File: src/rtl/dmem_if.sv
// dmem_if: data-memory request/response channel between the memory stage and data memory.
interface dmem_if #(parameter int XLEN = 32);
  logic            req;
  logic            we;
  logic [XLEN-1:0] addr;
  logic [3:0]      be;
  logic [XLEN-1:0] wdata;
  logic            rsp_valid;
  logic [XLEN-1:0] rdata;
  modport master(output req, we, addr, be, wdata, input rsp_valid, rdata);
  modport slave(input req, we, addr, be, wdata, output rsp_valid, rdata);
endinterface

File: src/rtl/mem_stage.sv
// mem_stage: memory stage with req/rsp data-memory handshake, load alignment and MEM/WB register.
// Optional MISALIGN_CHECK_EN suppresses misaligned accesses and flags them on misalign_o.
module mem_stage #(parameter int XLEN = 32) (
  input  logic            clk,
  input  logic            rst_n,
  input  logic            ValidM,
  input  logic            RegWriteM,
  input  logic [1:0]      ResultSrcM,
  input  logic            MemWriteM,
  input  logic [2:0]      Funct3M,
  input  logic [XLEN-1:0] ALUResultM,
  input  logic [XLEN-1:0] WriteDataM,
  input  logic [4:0]      RdM,
  input  logic [XLEN-1:0] PCPlus4M,
  dmem_if.master          dmem,
`ifdef MISALIGN_CHECK_EN
  output logic            misalign_o,
`endif
  output logic            StallM,
  output logic            RegWriteW,
  output logic [1:0]      ResultSrcW,
  output logic [XLEN-1:0] ALUResultW,
  output logic [XLEN-1:0] RdataW,
  output logic [4:0]      RdW,
  output logic [XLEN-1:0] PCPlus4W
);
  typedef enum logic {IDLE, WAIT} state_t;
  state_t state, state_n;
  logic [1:0] lane, sz;
  logic mem_op, misalign, go;
  logic [7:0] byte_v;
  logic [15:0] half_v;
  logic [XLEN-1:0] load_data;
  assign lane = ALUResultM[1:0];
  assign sz = Funct3M[1:0];
  assign mem_op = ValidM & (MemWriteM | ResultSrcM == 2'b01);
`ifdef MISALIGN_CHECK_EN
  assign misalign = mem_op & ((sz == 2'b01 & lane[0]) | (sz == 2'b10 & lane != 2'b00));
`else
  assign misalign = 1'b0;
`endif
  assign go = mem_op & ~misalign;
  assign dmem.addr = {ALUResultM[31:2], 2'b00};
  assign dmem.we = MemWriteM;
  assign dmem.be = sz == 2'b00 ? 4'b0001 << lane :
                   sz == 2'b01 ? 4'b0011 << {lane[1], 1'b0} : 4'b1111;
  assign dmem.wdata = sz == 2'b00 ? {4{WriteDataM[7:0]}} :
                      sz == 2'b01 ? {2{WriteDataM[15:0]}} : WriteDataM;
  assign byte_v = dmem.rdata[{lane, 3'b000} +: 8];
  assign half_v = dmem.rdata[{lane[1], 4'b0000} +: 16];
  assign load_data = Funct3M == 3'b000 ? {{24{byte_v[7]}}, byte_v} :
                     Funct3M == 3'b001 ? {{16{half_v[15]}}, half_v} :
                     Funct3M == 3'b100 ? {24'b0, byte_v} :
                     Funct3M == 3'b101 ? {16'b0, half_v} : dmem.rdata;
  always_ff @(posedge clk or negedge rst_n)
    if (!rst_n) state <= IDLE;
    else state <= state_n;
  // Request is held in WAIT because StallM freezes the M inputs that drive it.
  always_comb begin
    dmem.req = rst_n & (state == WAIT | go);
    StallM = dmem.req & ~dmem.rsp_valid;
    state_n = StallM ? WAIT : IDLE;
  end
  always_ff @(posedge clk or negedge rst_n)
    if (!rst_n) begin
      RegWriteW  <= 1'b0;
      ResultSrcW <= 2'b00;
      ALUResultW <= '0;
      RdataW     <= '0;
      RdW        <= 5'd0;
      PCPlus4W   <= '0;
`ifdef MISALIGN_CHECK_EN
      misalign_o <= 1'b0;
`endif
    end else if (!StallM) begin
      RegWriteW  <= RegWriteM & ValidM & ~misalign;
      ResultSrcW <= ResultSrcM;
      ALUResultW <= ALUResultM;
      RdataW     <= load_data;
      RdW        <= RdM;
      PCPlus4W   <= PCPlus4M;
`ifdef MISALIGN_CHECK_EN
      misalign_o <= misalign;
`endif
    end else begin
      RegWriteW  <= 1'b0;
`ifdef MISALIGN_CHECK_EN
      misalign_o <= 1'b0;
`endif
    end
endmodule

File: src/flat_wrapper.sv
// flat-port wrapper written by rule: the top's interface ports become plain ports
module mem_stage_flat 
#(parameter int XLEN = 32)
  (clk, rst_n, ValidM, RegWriteM, ResultSrcM, MemWriteM, Funct3M, ALUResultM, WriteDataM, RdM, PCPlus4M, StallM, RegWriteW, ResultSrcW, ALUResultW, RdataW, RdW, PCPlus4W, dmem_req, dmem_we, dmem_addr, dmem_be, dmem_wdata, dmem_rsp_valid, dmem_rdata);
  dmem_if #(.XLEN(XLEN)) dmem_i ();
  input  logic clk;
  input  logic rst_n;
  input  logic ValidM;
  input  logic RegWriteM;
  input  logic [1:0] ResultSrcM;
  input  logic MemWriteM;
  input  logic [2:0] Funct3M;
  input  logic [XLEN-1:0] ALUResultM;
  input  logic [XLEN-1:0] WriteDataM;
  input  logic [4:0] RdM;
  input  logic [XLEN-1:0] PCPlus4M;
  output logic StallM;
  output logic RegWriteW;
  output logic [1:0] ResultSrcW;
  output logic [XLEN-1:0] ALUResultW;
  output logic [XLEN-1:0] RdataW;
  output logic [4:0] RdW;
  output logic [XLEN-1:0] PCPlus4W;
  output wire logic [$bits(dmem_i.req)-1:0] dmem_req;
  output wire logic [$bits(dmem_i.we)-1:0] dmem_we;
  output wire logic [$bits(dmem_i.addr)-1:0] dmem_addr;
  output wire logic [$bits(dmem_i.be)-1:0] dmem_be;
  output wire logic [$bits(dmem_i.wdata)-1:0] dmem_wdata;
  input wire logic [$bits(dmem_i.rsp_valid)-1:0] dmem_rsp_valid;
  input wire logic [$bits(dmem_i.rdata)-1:0] dmem_rdata;
  assign dmem_req = dmem_i.req;
  assign dmem_we = dmem_i.we;
  assign dmem_addr = dmem_i.addr;
  assign dmem_be = dmem_i.be;
  assign dmem_wdata = dmem_i.wdata;
  assign dmem_i.rsp_valid = dmem_rsp_valid;
  assign dmem_i.rdata = dmem_rdata;
  mem_stage #(.XLEN(XLEN)) u_core (.clk(clk), .rst_n(rst_n), .ValidM(ValidM), .RegWriteM(RegWriteM), .ResultSrcM(ResultSrcM), .MemWriteM(MemWriteM), .Funct3M(Funct3M), .ALUResultM(ALUResultM), .WriteDataM(WriteDataM), .RdM(RdM), .PCPlus4M(PCPlus4M), .dmem(dmem_i), .StallM(StallM), .RegWriteW(RegWriteW), .ResultSrcW(ResultSrcW), .ALUResultW(ALUResultW), .RdataW(RdataW), .RdW(RdW), .PCPlus4W(PCPlus4W));
endmodule
File: config.mk
export PLATFORM = sky130hd
export DESIGN_NAME = mem_stage_flat
export DESIGN_NICKNAME = d
export VERILOG_FILES = /design/src/rtl/dmem_if.sv /design/src/rtl/mem_stage.sv /design/src/flat_wrapper.sv
export SDC_FILE = /design/constraint.sdc
export NUM_CORES = 1
export LEC_CHECK = 0
export CORE_AREA = 2 2 124 126
export DETAILED_ROUTE_END_ITERATION = 8
export DIE_AREA = 0 0 126 128
export PLACE_DENSITY = 0.76
export SYNTH_ARGS = -nofsm -noshare
export SYNTH_HDL_FRONTEND = slang
export SYNTH_SLANG_ARGS = --single-unit
File: constraint.sdc
create_clock -name clk -period 3.6 [get_ports clk]
set_clock_uncertainty 0.2 [all_clocks]
set_input_delay 0.72 -clock clk [delete_from_list [all_inputs] [get_ports clk]]
set_output_delay 0.72 -clock clk [all_outputs]
set_load 0.03 [all_outputs]
==> impl_metrics.yaml <==
layout:
  final_layout_size_suffix_gt1_share_pct: 7.109
  n_antenna_cell: 0
  final_area_mm2: 0.008506
  final_cell_mix: "301 x clkdlybuf4s50_1, 233 x nand2_1, 105 x dfrtp_1, 28 x buf_4, 25 x o22a_1"
  syn2layout_area_growth_pct: 64.76
  nets: 984
  layout.cells.most_common: "clkdlybuf4s50_1"
sta:
  finalSetupViolCount: 0
  worstMarginPinSlew_ns: 1.027
  final-max-slew-violation-count: 0
  fin_crit_sh_pct: 93.64
  post-route-min-period_ns: 3.371
  timing.fmax_ghz: 0.2966
  relSlewSlack_pct: 31.53
  hold_violations: 0
  finalSetupTns_ns: 0
  layout_setup_ws_ns: 0.2288
  rsz0062_at_grt: "false"
critical_path:
  critPathBufInv: 3
  critPathLaunchType: "input port"
  crit_path_frequent_cell: "clkdlybuf4s50_1"
  setup.worst_path.end_class: "output port"
  worst-path-max-fanout: 5
  cp_cell_sequence: "clkdlybuf4s50_1 > nor2_1 > buf_4 > mux2_2 > clkdlybuf4s50_1"
  worstPathRequired_ns: 2.68
  critPathLaunch: "Funct3M[0]"
  arrival_ns: 2.45
  slowest_delay_ns: 0.59
  timing.rr.start: "u_core.state"
  crit_type: "input port to output port"
  critPathSlowestCell: "clkdlybuf4s50_1"
  cpLargestDelayFamily: "buffers and inverters"
power_and_ir_drop:
  p_per_area_mw_per_mm2: 404.3
  power.leakage_nw: 3.852
  vdd_drop_max_v: 0.0003260
route:
  wl_met3_um: 1135
  drc_errors: 0
  highest_layer: "met4"
  wl_per_cell_um: 16.51
  final_antenna_net_count: 0
  via_count: 4866
  met1_length_um: 7167
  routed_wl_um: 17040
  first_iter_violations: 240
  dr.pass1.iters: 5
  post_drt_via_cell_ratio: 4.715
  met2_length_um: 8452
grt:
  grt_max_degree: 98
  grt_pass1_wl_um: 26370
  antenna_found_initial: 0
  grt_pass1_vias: 4690
  gr-usage-all-layers_pct: 20.72
  grt_overflow: 0
logic_synthesis:
  synth_edf_count: 0
  synth_area_per_cell_um2: 9.041
  ys_seq_area_share_pct: 50.90
  synth-xor-area-share_pct: 0
  synth-main-ff-cell: "dfrtp_1"
  ys_ff_latch: 105
  synthAdderAreaFrac_pct: 0
  ys_warn_count: 0
  muxShareOfSynthArea_pct: 7.077
  synth-simple-area-share_pct: 18.06
  synth_compound_area_share_pct: 13.62
  synth_top_family_by_area: "simple AND/OR/NAND/NOR gates"
  syn_inst: 571
  yosys.cell_types.count: 33
  netlist_area_mm2: 0.005162
  async_reset_ff_share_pct: 100.0
run_status:
  status: "finished clean"
clocking:
  hold_buffers: 0
  numCtsBuffers: 9
  clk_latency_ns: 0.34
  post_cts_resized: 0
  clkTransAtPathRegs_ns: 0.07
  clock_path_buffers: 2
  clock_sinks: 105
  cts-htree-levels: 3
  cts_tree: "yes"
  post_cts_buffers: 0
  clockRootBuffer: "clkbuf_16"
placed_design:
  gp_congestion: 0.8564
  hpwl_um: 12910
  portBuffers: 316
  pre_cts_ws_ns: 0.2511
  placed_area_mm2: 0.008202
floorplan:
  die_h_um: 128
  design.core.area_mm2: 0.01486
  initial_core_util_pct: 34.73
  die_area_mm2: 0.01613
  io_pins: 319
  fp-row-count: 45
  die_w_um: 126
flow_run:
  maxCapViolations: 0
worst_hold_path:
  min_from: "u_core.ALUResultW[21]"
  hold_path_class: "flip-flop to flip-flop"
==> cell usage after synthesis (2+ instances only) <==
master | instances | area share (%)
buf_4 | 41 | 6.0
inv_2 | 2 | 0.15
a22o_1 | 15 | 2.5
clkbuf_1 | 17 | 1.2
buf_2 | 13 | 1.3
o221ai_1 | 6 | 1.0
nand2_1 | 233 | 17
a21oi_1 | 19 | 1.8
a21o_1 | 2 | 0.29
o21bai_1 | 2 | 0.29
o21ai_1 | 17 | 1.6
inv_1 | 20 | 1.5
buf_1 | 3 | 0.22
mux2_1 | 9 | 2.0
mux2_2 | 9 | 2.0
o22a_1 | 25 | 4.2
dfrtp_1 | 105 | 51
nor2_1 | 2 | 0.15
nor2b_1 | 4 | 0.48
mux2i_1 | 14 | 2.7
==> layout make-up <==
class	instances	area [um^2]
clock inverter	4	51.30
timing repair buffer	331	3248
sequential	105	2628
clock buffer	11	252.7
tap	188	235.2
inverter	22	82.58
fill	1319	6359
multi-input combinational	371	2008
==> power by group <==
part,leakage [nW],internal (W),switching [W],total [W]
registers,1.24,0.00128,0.0000541,0.00134
logic,2.47,0.000495,0.000601,0.00110
clock network,0.148,0.000575,0.000430,0.00100
total,3.85,0.00235,0.00109,0.00344
==> through the flow <==
stage / cells / utilization (%) / power, W / hold slack (ns)
after CTS: 1032 / 57.22 / 0.003480 / 0.2701
after global routing: 1032 / 57.22 / 0.003592 / 0.2859
after global placement: 1017 / 55.18 / 0.002452 / 0.2484
final: 1032 / 57.22 / 0.003439 / 0.2643
after detailed placement: 1017 / 55.18 / 0.002463 / 0.2542
after floorplan: 572 / - / 0.001920 / 0.2244
==> path summary, 6_finish.rpt <==
kind / end / slack [ns] / depth (start not counted)
max: dmem_wdata[10] / 0.23 / 5
min in group asynchronous: u_core.RdataW[16] / 0.35 / 2
max reg2reg: u_core.RdataW[0] / 1.37 / 5
min reg2reg: u_core.ALUResultW[21] / 0.26 / 2
max in group asynchronous: u_core.ALUResultW[12] / 1.66 / 3
min: u_core.ALUResultW[21] / 0.26 / 2
==> kinds of logic after synthesis <==
| kind of cell | count (synthesis) |
|---|---|
| muxes | 33 |
| and+or+nand+nor | 243 |
| buffers and inverters | 96 |
| other | 1 |
| DFF | 105 |
| AOI/OAI and AO/OA | 93 |
==> worst register-to-register path, cell delays in order (launching register included) <==
cell and delay (ns):
dfrtp_1 0.42, o21a_1 0.23, o311ai_4 0.11, buf_4 0.85, o21ai_1 0.20, o21ai_1 0.16
==> metal layers <==
| layer | up-vias | track usage, % |
|---|---|---|
| met3 | 19 | 5.092 |
| met1 | 2304 | 26.76 |
| li1 | 2366 | - |
| met2 | 177 | 34.82 |
| met5 | - | 0 |
| met4 | 0 | 5.882 |
==> state kept, by name, indices dropped and copies added, names as in the netlist <==
signal,flops
u_core.state,1
u_core.RdataW,32
u_core.ALUResultW,32
u_core.RegWriteW,1
u_core.PCPlus4W,32
u_core.ResultSrcW,2
u_core.RdW,5
Note: power is estimated with default switching activity, not from simulation.
